### src/rtl/apb_master_bridge_if.sv
// Command/response port and APB bus bundle for the APB requester.
// The master modport is the bridge side; slave is the controller/bus side.
interface apb_master_bridge_if #(
    parameter int DATA_WIDTH = 32,
    parameter int ADDR_WIDTH = 16
);
    logic                  cmd_valid;
    logic                  cmd_ready;
    logic                  cmd_write;
    logic [ADDR_WIDTH-1:0] cmd_addr;
    logic [DATA_WIDTH-1:0] cmd_wdata;
    logic                  rsp_valid;
    logic [DATA_WIDTH-1:0] rsp_rdata;
    logic                  rsp_timeout;
    logic                  PSELx;
    logic                  PENABLE;
    logic [ADDR_WIDTH-1:0] PADDR;
    logic                  PWRITE;
    logic [DATA_WIDTH-1:0] PWDATA;
    logic                  PREADY;
    logic [DATA_WIDTH-1:0] PRDATA;

    modport master (
        input  cmd_valid, cmd_write, cmd_addr, cmd_wdata,
        input  PREADY, PRDATA,
        output cmd_ready, rsp_valid, rsp_rdata, rsp_timeout,
        output PSELx, PENABLE, PADDR, PWRITE, PWDATA
    );

    modport slave (
        output cmd_valid, cmd_write, cmd_addr, cmd_wdata,
        output PREADY, PRDATA,
        input  cmd_ready, rsp_valid, rsp_rdata, rsp_timeout,
        input  PSELx, PENABLE, PADDR, PWRITE, PWDATA
    );
endinterface

### src/rtl/apb_master_bridge.sv
// APB2 requester: turns one valid/ready command into a SETUP/ACCESS
// transfer, returns one response, and aborts stalled transfers.
module apb_master_bridge #(
    parameter int DATA_WIDTH     = 32,
    parameter int ADDR_WIDTH     = 16,
    parameter int TIMEOUT_CYCLES = 16
) (
    input  logic                PCLK,
    input  logic                PRESETn,
    apb_master_bridge_if.master bus
);
    typedef enum logic [1:0] {
        IDLE,
        SETUP,
        ACCESS
    } state_t;

    localparam int CW = (TIMEOUT_CYCLES > 0) ?
                        $clog2(TIMEOUT_CYCLES + 1) : 1;
    localparam bit WD_ON = (TIMEOUT_CYCLES != 0);
    localparam logic [CW-1:0] LAST =
        CW'((TIMEOUT_CYCLES > 0) ? TIMEOUT_CYCLES - 1 : 0);
    localparam logic [CW-1:0] SAT = '1;

    state_t        state;
    logic [CW-1:0] count;
    logic          expire;

    assign bus.cmd_ready = (state == IDLE);

    // Watchdog fires on the last permitted ACCESS cycle without PREADY.
    always_comb begin
        expire = WD_ON && (count == LAST);
    end

    // Transfer sequencing, bus outputs and the response pulse.
    always_ff @(posedge PCLK or negedge PRESETn) begin
        if (!PRESETn) begin
            state           <= IDLE;
            count           <= '0;
            bus.PSELx       <= 1'b0;
            bus.PENABLE     <= 1'b0;
            bus.PWRITE      <= 1'b0;
            bus.PADDR       <= '0;
            bus.PWDATA      <= '0;
            bus.rsp_valid   <= 1'b0;
            bus.rsp_timeout <= 1'b0;
            bus.rsp_rdata   <= '0;
        end else begin
            bus.rsp_valid <= 1'b0;
            case (state)
                IDLE: begin
                    if (bus.cmd_valid) begin
                        bus.PADDR   <= bus.cmd_addr;
                        bus.PWRITE  <= bus.cmd_write;
                        bus.PWDATA  <= bus.cmd_wdata;
                        bus.PSELx   <= 1'b1;
                        bus.PENABLE <= 1'b0;
                        state       <= SETUP;
                    end
                end
                SETUP: begin
                    bus.PENABLE <= 1'b1;
                    count       <= '0;
                    state       <= ACCESS;
                end
                ACCESS: begin
                    if (bus.PREADY) begin
                        bus.PSELx       <= 1'b0;
                        bus.PENABLE     <= 1'b0;
                        bus.rsp_valid   <= 1'b1;
                        bus.rsp_timeout <= 1'b0;
                        bus.rsp_rdata   <= bus.PWRITE ? '0 : bus.PRDATA;
                        state           <= IDLE;
                    end else if (expire) begin
                        bus.PSELx       <= 1'b0;
                        bus.PENABLE     <= 1'b0;
                        bus.rsp_valid   <= 1'b1;
                        bus.rsp_timeout <= 1'b1;
                        bus.rsp_rdata   <= '0;
                        state           <= IDLE;
                    end else if (count != SAT) begin
                        count <= count + 1'b1;
                    end
                end
                default: begin
                    bus.PSELx   <= 1'b0;
                    bus.PENABLE <= 1'b0;
                    state       <= IDLE;
                end
            endcase
        end
    end
endmodule

### src/flat_wrapper.sv
// flat-port wrapper written by rule: the top's interface ports become plain ports
module apb_master_bridge_flat 
#(
    parameter int DATA_WIDTH     = 32,
    parameter int ADDR_WIDTH     = 16,
    parameter int TIMEOUT_CYCLES = 16
)
  (PCLK, PRESETn, bus_cmd_valid, bus_cmd_write, bus_cmd_addr, bus_cmd_wdata, bus_PREADY, bus_PRDATA, bus_cmd_ready, bus_rsp_valid, bus_rsp_rdata, bus_rsp_timeout, bus_PSELx, bus_PENABLE, bus_PADDR, bus_PWRITE, bus_PWDATA);
  apb_master_bridge_if #(.DATA_WIDTH(DATA_WIDTH), .ADDR_WIDTH(ADDR_WIDTH)) bus_i ();
  input  logic PCLK;
  input  logic PRESETn;
  input wire logic [$bits(bus_i.cmd_valid)-1:0] bus_cmd_valid;
  input wire logic [$bits(bus_i.cmd_write)-1:0] bus_cmd_write;
  input wire logic [$bits(bus_i.cmd_addr)-1:0] bus_cmd_addr;
  input wire logic [$bits(bus_i.cmd_wdata)-1:0] bus_cmd_wdata;
  input wire logic [$bits(bus_i.PREADY)-1:0] bus_PREADY;
  input wire logic [$bits(bus_i.PRDATA)-1:0] bus_PRDATA;
  output wire logic [$bits(bus_i.cmd_ready)-1:0] bus_cmd_ready;
  output wire logic [$bits(bus_i.rsp_valid)-1:0] bus_rsp_valid;
  output wire logic [$bits(bus_i.rsp_rdata)-1:0] bus_rsp_rdata;
  output wire logic [$bits(bus_i.rsp_timeout)-1:0] bus_rsp_timeout;
  output wire logic [$bits(bus_i.PSELx)-1:0] bus_PSELx;
  output wire logic [$bits(bus_i.PENABLE)-1:0] bus_PENABLE;
  output wire logic [$bits(bus_i.PADDR)-1:0] bus_PADDR;
  output wire logic [$bits(bus_i.PWRITE)-1:0] bus_PWRITE;
  output wire logic [$bits(bus_i.PWDATA)-1:0] bus_PWDATA;
  assign bus_i.cmd_valid = bus_cmd_valid;
  assign bus_i.cmd_write = bus_cmd_write;
  assign bus_i.cmd_addr = bus_cmd_addr;
  assign bus_i.cmd_wdata = bus_cmd_wdata;
  assign bus_i.PREADY = bus_PREADY;
  assign bus_i.PRDATA = bus_PRDATA;
  assign bus_cmd_ready = bus_i.cmd_ready;
  assign bus_rsp_valid = bus_i.rsp_valid;
  assign bus_rsp_rdata = bus_i.rsp_rdata;
  assign bus_rsp_timeout = bus_i.rsp_timeout;
  assign bus_PSELx = bus_i.PSELx;
  assign bus_PENABLE = bus_i.PENABLE;
  assign bus_PADDR = bus_i.PADDR;
  assign bus_PWRITE = bus_i.PWRITE;
  assign bus_PWDATA = bus_i.PWDATA;
  apb_master_bridge #(.DATA_WIDTH(DATA_WIDTH), .ADDR_WIDTH(ADDR_WIDTH), .TIMEOUT_CYCLES(TIMEOUT_CYCLES)) u_core (.PCLK(PCLK), .PRESETn(PRESETn), .bus(bus_i));
endmodule
### config.mk
export PLATFORM = sky130hd
export DESIGN_NAME = apb_master_bridge_flat
export DESIGN_NICKNAME = d
export VERILOG_FILES = /design/src/rtl/apb_master_bridge_if.sv /design/src/rtl/apb_master_bridge.sv /design/src/flat_wrapper.sv
export SDC_FILE = /design/constraint.sdc
export NUM_CORES = 1
export LEC_CHECK = 0
export BUFFER_PORTS_ARGS = -buffer_cell sky130_fd_sc_hd__buf_2
export CAP_MARGIN = 20
export CORE_MARGIN = 2
export CORE_UTILIZATION = 50
export CTS_CLUSTER_DIAMETER = 50
export DETAILED_ROUTE_END_ITERATION = 6
export PLACE_DENSITY = 0.85
export SLEW_MARGIN = 0
export SYNTH_ARGS = -nofsm -noshare
export SYNTH_HDL_FRONTEND = slang
export SYNTH_SLANG_ARGS = --single-unit
### constraint.sdc
create_clock -name PCLK -period 4.95 [get_ports PCLK]
set_input_delay 0.99 -clock PCLK [delete_from_list [all_inputs] [get_ports PCLK]]
set_output_delay 0.99 -clock PCLK [all_outputs]
set_load 0.005 [all_outputs]
* Yosys cells after proc, flatten, opt, wreduce, memory -nomap -nowiden
Cells that the tools add are included. W data, S select, Z words.
Word-level totals: word-level logic and storage cells 51, register bits after elaboration 92, output and inout port bits 86, input port bits 85
Cells by class: eq/ne operators 9, bitwise operators 1, reduce and logical (&&, ||, !) cells 8, add/sub/neg operators 1, muxes and demuxes 22
Operators with widths (number):
- $mux W32 | 3
- $mux W5 | 3
- $pmux W5 S2 | 1
- $mux W1 | 9
- $mux W2 | 3
- $ne A2 B2 Y1 const B | 3
- $pmux W1 S3 | 2
- $pmux W2 S3 | 1
- $reduce_and A2 Y1 | 3
- $add A5 B1 Y5 const B | 1
- $eq A5 B4 Y1 const B | 1
- $ne A5 B5 Y1 const B | 1
- $reduce_and A4 Y1 | 1
- $reduce_bool A2 Y1 | 2
- $ne A3 B2 Y1 const B | 1
- $reduce_and A3 Y1 | 1
- $eq A2 B1 Y1 const B | 1
- $eq A2 B2 Y1 const B | 1
- $logic_not A2 Y1 | 1
- $ne A2 B1 Y1 const B | 1
- $not A1 Y1 | 1

* Longest topological paths before layout
word-level depth 5, depth in mapped cells 8, depth with buffers taken out 6

* Worst setup path after synthesis
No wires, ideal clock.
kind input -> register, start point input bus_PREADY, end point register u_core.count[2], cell stages on the path 3, path buffers 0, slack 2.990 ns, setup time 0.069 ns, data required time 4.881 ns, data arrival time 1.891 ns, cell sequence or4b_1 -> or3_1 -> nand3_1
Between the ends: cells in the longest elaborated chain, start to end 2
Ends and longest elaborated chain:
- from (decl) | line flat_wrapper.sv:16 | input wire logic [$bits(bus_i.PREADY)-1:0] bus_PREADY;
- $ne A2 B2 Y1 (no line)
- $reduce_and A4 Y1 (no line)
- to (signal assigned) | line apb_master_bridge.sv:83 | count <= count + 1'b1;
- to (decl) | line apb_master_bridge.sv:26 | logic [CW-1:0] count;
Every way passes these cells. A chain may end at the register's enable or synchronous reset.

* Worst setup path in the final report
start point register u_core.count[0], end point register u_core.bus.rsp_rdata[17]
Between the ends: cells in the longest elaborated chain, start to end 3
Ends and longest elaborated chain:
- $eq A5 B4 Y1 | line apb_master_bridge.sv:33 | expire = WD_ON && (count == LAST);
- $reduce_bool A2 Y1 (no line)
- $reduce_and A2 Y1 (no line)
- to (signal assigned) | line apb_master_bridge.sv:73 | bus.rsp_rdata <= bus.PWRITE ? '0 : bus.PRDATA;
- to (decl) | line apb_master_bridge_if.sv:26 | output cmd_ready, rsp_valid, rsp_rdata, rsp_timeout,
Every way passes these cells.

==> flow_summary.toml <==
[run_status]
status = "finished, final reports clean"

[timing]
finalSetupViolations = 0
max_freq_ghz = 0.4330
period_share_pct = 46.65
slew_viol_final = 0
fin_worst_skew_ns = 0.007996
setup_tns_ns = 0
max_slew.worst_pin.slew_ns = 0.5530
rsz0062_at_grt = "no"
whs_ns = 0.4770
period_minus_slack_ns = 2.309
relSlewSlack_pct = 63.13
hold_viol_final = 0

[synthesis]
synth_seq_cells = 91
synth_flop_cell = "dfrtp_1"
synthTopCellsByArea = "dfrtp_1 (63%), mux2_2 (12%), o21ai_0 (4.7%), o21ai_1 (4.6%), nand2_1 (3.7%)"
yosysMostFrequentCell = "dfrtp_1"
ys_types = 26
yosys.area.top_type = "dfrtp_1"
synth_cells = 293
syn-mean-instance-area_um2 = 12.32
synth_top_area_share_pct = 63.06
yosysSeqAreaShare_pct = 63.06
yosysWarnings = 0
async_flop_share_pct = 100.0
synth_edf_count = 0
syn_nets = 381
synth_commonest_cells = "dfrtp_1 (91), mux2_2 (40), nand2_1 (36), o21ai_0 (34), o21ai_1 (33)"
syn_area_um2 = 3611

[cts]
h-tree-depth = 3
post_cts_resized = 0
cts_hold_buf = 0
cts_buffers = 9
root_buffer = "clkbuf_8"
cts_buffer_depth = 2
worstSkewPairLatency_ns = 0.34
post_cts_buffers = 0
path_clk_slew_ns = 0.08
cts_tree = "done"
cts_num_sinks = 91

[place]
dp_hpwl_um = 6176
gp_congestion = 0.7851
io_buffer_count = 170
placed_area_um2 = 4537

[power]
vdd_drop_max_mv = 0.2756
power_leakage_nw = 2.382
powerDensity_nw_per_um2 = 588.2

[floorplanning]
row_count = 30
core_um2 = 6907
dieArea_um2 = 7917
io-pin-count = 171
die_w_um = 88.98
start_util_pct = 52.28
die_height_um = 88.98

[setup_path]
timing.rr.start = "u_core.count[0]$_DFFE_PN0P_"
critPathKind = "register to register"
reg2reg_to = "u_core.bus.rsp_rdata[17]$_DFFE_PN0P_"
worstPathMaxFanout = 34
critPathLaunchType = "register"
ff2ff_path_depth = 8
cp-end-kind = "register"
critPathCapture = "u_core.bus.rsp_rdata[17]$_DFFE_PN0P_"
rrSetupSlack_ns = 2.64
critical_path_arrival_ns = 2.53
critPathRequiredTime_ns = 5.17
worstSetupStartpoint = "u_core.count[0]$_DFFE_PN0P_"

[global_route]
grt_max_degree = 92
grt_pass1_wl_um = 13170
antenna_found_initial = 0
grt_remaining_overflow = 0
grtUsageTotal_pct = 21.57
grt_pass1_vias = 2794

[route]
antenna_left = 0
viasPerCell = 5.104
first_pass_iters = 4
wl_met3_um = 669
drc = 0
wl_per_cell_um = 15.26
wl_met1_um = 3513
top_layer = "met4"
vias = 2858
drt_iter0_drc = 107
wl_met2_um = 4225
drt_wl_total_um = 8544

[final_layout]
nets = 548
n_antenna_cell = 0
final_layout_size_suffix_gt1_share_pct = 50.43
register_area_um2 = 2277
syn_to_final_growth_pct = 33.16
multiInputGateArea_um2 = 1245
final_area_um2 = 4808
nFillCells = 557

[hold_path]
hold_class = "register to register"

[flow_run]
drv_cap = 0
[report_power, final]
| part | internal, mW | switching, mW | leakage [nW] |
|---|---|---|---|
| logic | 0.547 | 0.479 | 1.15 |
| registers | 1.10 | 0.197 | 1.13 |
| clock network | 0.261 | 0.242 | 0.0991 |
| total | 1.91 | 0.918 | 2.38 |
[cell type report]
| type | count | share of cell area, % |
|---|---|---|
| repair buffers | 176 | 19.83 |
| multi-input cells | 179 | 25.89 |
| well taps | 96 | 2.498 |
| clock buffers | 12 | 3.227 |
| flip-flops and latches | 91 | 47.36 |
| clock inverters | 3 | 0.9628 |
| inverters | 3 | 0.2342 |
[kinds of logic (layout without fill, tap and decap cells)]
group / count (synthesis) / after routing / synth area share [%]
muxes: 53 / 53 / 16.39
adders and majority gates: 3 / 3 / 1.040
and+or+nand+nor: 54 / 54 / 7.104
AOI/OAI and AO/OA: 69 / 69 / 9.633
DFF: 91 / 91 / 63.06
buffers and inverters: 23 / 194 / 2.772
[registers in the layout, indices dropped and copies added (netlist names)]
register,count
u_core.state,1
u_core.bus.rsp_timeout,1
u_core.bus.PSELx,1
u_core.count,5
u_core.bus.rsp_rdata,32
u_core.bus.PADDR,16
u_core.bus.PWRITE,1
u_core.bus.PWDATA,32
u_core.bus.rsp_valid,1
u_core.bus.PENABLE,1
[stage by stage]
stage | power (mW) | instances | utilization, % | setup WS (ns)
2_1_floorplan | 1.790 | 293 | - | 2.990
3_3_place_gp | 2.260 | 541 | 65.47 | 2.225
3_5_place_dp | 2.329 | 542 | 65.69 | 2.115
4_1_cts | 2.832 | 557 | 68.61 | 2.182
5_1_grt | 3.039 | 560 | 69.62 | 2.464
6_report | 2.828 | 560 | 69.62 | 2.641
[worst min path at each step]
stage | from | end | cells past startpoint | slack (ns)
floorplan | u_core.count[3]$_DFFE_PN0P_ | u_core.count[3]$_DFFE_PN0P_ | 1 | 0.44
global placement | u_core.bus.PADDR[0]$_DFFE_PN0P_ | u_core.bus.PADDR[0]$_DFFE_PN0P_ | 1 | 0.46
detailed placement | u_core.count[3]$_DFFE_PN0P_ | u_core.count[3]$_DFFE_PN0P_ | 1 | 0.47
CTS | u_core.count[3]$_DFFE_PN0P_ | u_core.count[3]$_DFFE_PN0P_ | 1 | 0.48
global route | u_core.bus.PADDR[2]$_DFFE_PN0P_ | u_core.bus.PADDR[2]$_DFFE_PN0P_ | 1 | 0.50
finish | u_core.count[3]$_DFFE_PN0P_ | u_core.count[3]$_DFFE_PN0P_ | 1 | 0.48
[worst max-delay path, stage by stage (launching register included)]
cell and delay, ns:
dfrtp_1 0.42, ha_1 0.23, and3_1 0.20, ha_1 0.26, nor2_2 0.10, buf_4 0.28
or2_1 0.38, buf_16 0.22, o21ai_1 0.10
[cells in the final DEF (no fill, tap or decap), types with 2 or more instances in the layout]
cell type / count
dfrtp_1: 91
buf_4: 3
inv_1: 3
nand3_1: 2
buf_2: 169
o21ai_0: 34
mux2i_1: 4
buf_16: 2
clkbuf_8: 11
buf_8: 2
mux2_1: 9
o21ai_1: 33
or3_1: 2
nand2_1: 36
ha_1: 3
nor2_1: 2
mux2_2: 40
nand2b_1: 2
[routing by layer]
metal	global-route usage, %	vias to the layer above
met5	0	-
met4	7.598	0
met3	4.524	15
met2	36.64	125
met1	27.62	1366
li1	-	1352
No activity file was read; power rests on OpenSTA's default activity.
